$ cat src/rtl/reg_file_sweep.sv
// reg_file_sweep: parametrised multi-read-port register file with per-entry dirty tracking
// and a one-entry-per-cycle clear engine. Define REGFILE_BYPASS_EN for write-through reads.
module reg_file_sweep #(
    parameter int W  = 8,
    parameter int D  = 4,
    parameter int NR = 2
) (
    input  logic              Clk,
    input  logic              ResetN,
    input  logic              WriteEn,
    input  logic [D-1:0]      Waddr,
    input  logic [W-1:0]      DataIn,
    input  logic [NR*D-1:0]   Raddr,
    output logic [NR*W-1:0]   DataOut,
    input  logic              Clear,
    output logic              Busy,
    output logic              Done,
    output logic [2**D-1:0]   DirtyMask
);

    localparam int N = 2 ** D;

    typedef enum logic {
        IDLE  = 1'b0,
        SWEEP = 1'b1
    } state_t;

    state_t       state;
    state_t       next_state;
    logic [D-1:0] ptr;
    logic [W-1:0] regs [N];
    logic [N-1:0] dirty;
    logic         wr_ok;
    logic         sweep_step;
    logic         sweep_last;
    logic         busy_q;
    logic         done_q;

    always_ff @(posedge Clk or negedge ResetN) begin
        if (!ResetN) begin
            state <= IDLE;
        end else begin
            state <= next_state;
        end
    end

    // The write port is only honoured in IDLE; during a sweep the controller stalls on Busy.
    always_comb begin
        next_state = state;
        wr_ok      = 1'b0;
        sweep_step = 1'b0;
        sweep_last = 1'b0;
        case (state)
            IDLE: begin
                wr_ok = WriteEn;
                if (Clear) begin
                    next_state = SWEEP;
                end
            end
            SWEEP: begin
                sweep_step = 1'b1;
                sweep_last = (ptr == D'(N - 1));
                if (sweep_last) begin
                    next_state = IDLE;
                end
            end
            default: begin
                next_state = IDLE;
            end
        endcase
    end

    // Ptr rests at zero in IDLE so every sweep starts from entry 0 and wraps back on its last step.
    always_ff @(posedge Clk or negedge ResetN) begin
        if (!ResetN) begin
            ptr <= '0;
        end else if (sweep_step) begin
            ptr <= ptr + D'(1);
        end else begin
            ptr <= '0;
        end
    end

    always_ff @(posedge Clk or negedge ResetN) begin
        if (!ResetN) begin
            busy_q <= 1'b0;
            done_q <= 1'b0;
        end else begin
            busy_q <= (next_state == SWEEP);
            done_q <= sweep_last;
        end
    end

    assign Busy = busy_q;
    assign Done = done_q;

    always_ff @(posedge Clk or negedge ResetN) begin
        if (!ResetN) begin
            for (int k = 0; k < N; k++) begin
                regs[k] <= '0;
            end
        end else if (sweep_step) begin
            regs[ptr] <= '0;
        end else if (wr_ok) begin
            regs[Waddr] <= DataIn;
        end
    end

    always_ff @(posedge Clk or negedge ResetN) begin
        if (!ResetN) begin
            dirty <= '0;
        end else if (sweep_step) begin
            dirty[ptr] <= 1'b0;
        end else if (wr_ok) begin
            dirty[Waddr] <= 1'b1;
        end
    end

    assign DirtyMask = dirty;

    // wr_ok is only ever high in IDLE, which keeps the bypass path dead during a sweep.
    for (genvar i = 0; i < NR; i++) begin : g_rd
        logic [D-1:0] addr;
        assign addr = Raddr[i*D +: D];
`ifdef REGFILE_BYPASS_EN
        assign DataOut[i*W +: W] = (wr_ok && (addr == Waddr)) ? DataIn : regs[addr];
`else
        assign DataOut[i*W +: W] = regs[addr];
`endif
    end

`ifndef SYNTHESIS
    a_busy_done_exclusive: assert property (@(posedge Clk) disable iff (!ResetN)
        !(Busy && Done));
    a_busy_tracks_state: assert property (@(posedge Clk) disable iff (!ResetN)
        Busy == (state == SWEEP));
`endif

endmodule
$ cat config.mk
export PLATFORM = sky130hd
export DESIGN_NAME = reg_file_sweep
export DESIGN_NICKNAME = d
export VERILOG_FILES = /design/src/rtl/reg_file_sweep.sv
export SDC_FILE = /design/constraint.sdc
export NUM_CORES = 1
export LEC_CHECK = 0
export BUFFER_PORTS_ARGS = -buffer_cell sky130_fd_sc_hd__buf_4
export CAP_MARGIN = 20
export CORE_MARGIN = 2
export CORE_UTILIZATION = 29
export CTS_BUF_LIST = sky130_fd_sc_hd__clkbuf_8
export DETAILED_ROUTE_END_ITERATION = 16
export HOLD_SLACK_MARGIN = 0.05
export PLACE_DENSITY = 0.54
export SETUP_SLACK_MARGIN = 0.2
export SYNTH_ARGS = -nofsm -noshare
export SYNTH_HDL_FRONTEND = slang
export SYNTH_SLANG_ARGS = --single-unit
$ cat constraint.sdc
create_clock -name Clk -period 1.75 [get_ports Clk]
set_input_delay 0 -clock Clk [delete_from_list [all_inputs] [get_ports Clk]]
set_output_delay 0 -clock Clk [all_outputs]
set_load 0.03 [all_outputs]
==> flow_metrics.py <==
metrics = {
    "placed_design": {
        "portBuffers": 57,
        "placed_cells": 1195,
        "hpwl_um": 18800,
        "pre_cts_ws_ns": 0.0840,
        "finalWeightedCongestion": 0.878,
    },
    "power_and_ir_drop": {
        "leakagePower_nw": 5.08,
        "powerDensity_mw_per_mm2": 1290,
        "vdd.ir_drop.worst_uv": 508,
    },
    "clocking": {
        "clk_pin_slew_worst_paths_ns": 0.09,
        "cts_buffers": 17,
        "cts_root_buf": "clkbuf_8",
        "cts_tree": "yes",
        "clkLatencyLatePin_ns": 0.46,
        "h-tree-depth": 4,
        "clock_path_buffers": 2,
        "cts_sinks": 150,
    },
    "detailed_routing": {
        "dr.pass1.iters": 5,
        "routed_via_density": 5.69,
        "drtIter0Drc": 722,
        "ant_nets": 0,
        "route.detailed.drc": 0,
        "vias": 7342,
        "wl_um": 30900,
        "wl_per_cell_um": 24.0,
    },
    "setup_path": {
        "cp_num_buf_inv": 1,
        "cp_cell_sequence": "mux4_2 > a22oi_2 > nand2_1 > buf_6",
        "end_kind": "primary output",
        "path_delay_family": "multiplexers",
        "arrival_ns": 2.01,
        "worstPathRequired_ns": 1.75,
        "crit_type": "reg -> out",
        "cp_max_fo": 3,
        "critPathMaxStageDelay_ns": 0.53,
        "critPathLaunchType": "flip-flop",
        "cpMaxStageDelayCell": "mux4_2",
    },
    "finish": {
        "stdcell_count": 1290,
        "fillers": 2697,
        "antenna_cells": 0,
        "layout-area-overhead-vs-synth_pct": 38.3,
        "fin_nets": 922,
        "drive_gt1_share_pct": 45.9,
    },
    "die": {
        "start_util_pct": 29.4,
        "dieHeight_um": 174,
        "dieArea_mm2": 0.0304,
        "core_mm2": 0.0286,
        "rows": 62,
        "die_w_um": 174,
        "io_pins": 58,
    },
    "run": {
        "drv_cap": 0,
    },
    "min_path": {
        "hold_path_class": "in -> reg",
    },
    "synth": {
        "async_flop_share_pct": 100,
        "syn_area_per_cell_um2": 10.8,
        "synth_nets": 811,
        "synth_edf_count": 0,
        "ys_ff_latch": 150,
        "syn_inst": 782,
        "netlist-cell-type-count": 35,
        "ys.flop_type": "dfrtp_1",
        "synth-seq-area-share_pct": 44.5,
        "netlist_area_mm2": 0.00843,
        "ys_warn_count": 0,
    },
    "sta": {
        "period_share_pct": 115,
        "tightest_slew_ns": 0.871,
        "setup_slack_ns": -0.258,
        "report.final.setup_viol": 16,
        "min_period_ns": 2.01,
        "max_slew_margin_pct": 41.8,
        "hold_viol": 0,
        "clock_skew_ns": 0.0135,
        "drv_slew": 0,
        "rsz0062_at_grt": "yes",
        "fmax_mhz": 498,
        "tns_ns": -2.85,
    },
    "grt": {
        "grt_overflow": 0,
        "grt_start_max_net_pins": 61,
        "grt_pass1_vias": 6942,
        "grt.total_usage_pct": 19.5,
        "antenna_found_initial": 0,
        "grt_pass1_wl_um": 44500,
    },
    "outcome": {
        "status": "complete, but fails checks",
        "violations": "negative setup slack",
    },
}
==> cell families (layout without fill, tap and decap cells) <==
family                     after synthesis  after routing  synth area share (%)
xor gates and xnor gates                 2              2                 0.208
muxes                                   64             64                  17.5
adders and majority gates                5              5                 0.742
DFF                                    150            150                  44.5
buffers and inverters                   85            204                  5.54
and+or+nand+nor                        304            309                  18.5
AOI/OAI and AO/OA                      172            172                  12.9
==> cell type report <==
type / instances / area (um^2) / share of cell area (%)
Clock inverter: 14 / 209 / 1.79
Inverter: 2 / 7.51 / 0.0644
Sequential cell: 150 / 3760 / 32.3
Multi-Input combinational cell: 552 / 5000 / 42.9
Timing Repair Buffer: 170 / 1950 / 16.7
Clock buffer: 18 / 248 / 2.13
Tap cell: 384 / 480 / 4.12
==> power by group <==
part | switching [W] | internal, W | leakage, nW
Sequential | 0.00121 | 0.00471 | 2.02
Clock | 0.00143 | 0.00173 | 0.231
Combinational | 0.00297 | 0.00294 | 2.83
==> sequential cells by signal, indices dropped and copies added (netlist names) <==
signal	flops
Done	1
DirtyMask	16
regs	128
ptr	4
Busy	1
==> final timing paths <==
check / startpoint / endpoint / slack, ns / cells past startpoint
setup / recovery: regs[98] / DataOut[2] / -0.26 / 4
hold / removal: WriteEn / regs[19] / 0.25 / 5
setup reg to reg: Busy / regs[73] / 0.06 / 8
hold reg to reg: DirtyMask[15] / DirtyMask[15] / 0.48 / 1
max in group asynchronous: ResetN / regs[19] / 0.53 / 4
min in group asynchronous: ResetN / DirtyMask[13] / 0.53 / 3
==> Yosys cell counts, types with 5 or more instances <==
master	count	area share, %
buf_4	6	0.53
clkbuf_1	32	1.4
ha_1	5	0.74
dfrtp_1	150	45
mux4_2	54	14
nor2b_1	7	0.52
buf_6	7	0.94
mux4_1	10	3.1
nand4b_1	8	0.83
a21o_1	12	1.1
and2_1	13	0.96
and3_1	32	2.4
a31o_2	31	3.2
buf_2	28	1.7
o21ai_1	15	0.89
nand3_1	97	5.8
o21ai_0	81	4.8
nor2_1	5	0.22
a22oi_1	32	2.8
and2_0	5	0.37
nand2_1	120	5.3
==> worst reg2reg max path: stages (launching register included) <==
cell and delay (ns):
dfrtp_2 0.46, buf_6 0.14, nor4bb_4 0.27, buf_6 0.16, buf_6 0.11, buf_12 0.12
buf_16 0.12, and3_4 0.19, a31o_4 0.09
==> cells in the final DEF (no fill, tap or decap), types with 4 or more instances in the layout <==
cell type,netlist,final
o21ai_1,15,30
and2_4,0,15
and3_1,32,19
a31o_4,0,24
nand4b_1,8,8
clkbuf_16,0,9
buf_6,7,31
clkbuf_8,0,18
o21ai_0,81,17
and2_1,13,6
a31o_2,31,7
and3_4,0,13
nor2b_1,7,5
o21ai_2,0,49
nand3_1,97,89
nand4_1,4,4
a22oi_2,0,18
buf_8,0,6
dlygate4sd3_1,0,15
a21o_1,12,12
mux4_2,54,63
bufinv_16,0,5
nand2_8,0,4
dfrtp_1,150,146
a22oi_1,32,14
buf_12,2,19
nand3_2,0,8
buf_16,0,4
buf_4,6,86
nand2_1,120,108
dfrtp_2,0,4
nor2_1,5,4
nand2_2,0,12
==> timing repair <==
item,4_1_cts,5_1_grt
cloned,6,13
setup endpoints to repair,104,146
endpoints found under the hold margin,247,0
pin swaps,58,44
setup buffers,13,16
resized for setup,155,144
hold buffers,15,0
==> per-stage QoR <==
stage	hold WS [ns]	area [um^2]	util, %	total power (W)
finish	0.250	11700	40.7	0.0150
global route	0.246	11700	40.7	0.0158
detailed placement	-0.0656	9510	33.2	0.0106
CTS	0.0990	10700	37.5	0.0143
floorplan	-0.296	8440	-	0.00853
global placement	-0.0589	9510	33.2	0.0105
==> metal layers <==
metal	share of wire, %	track usage [%]
met5	0	0
met4	2.5	5.73
met3	9.1	5.69
met2	47	29.2
met1	42	27.3
Note: power is estimated with default switching activity, not from simulation.
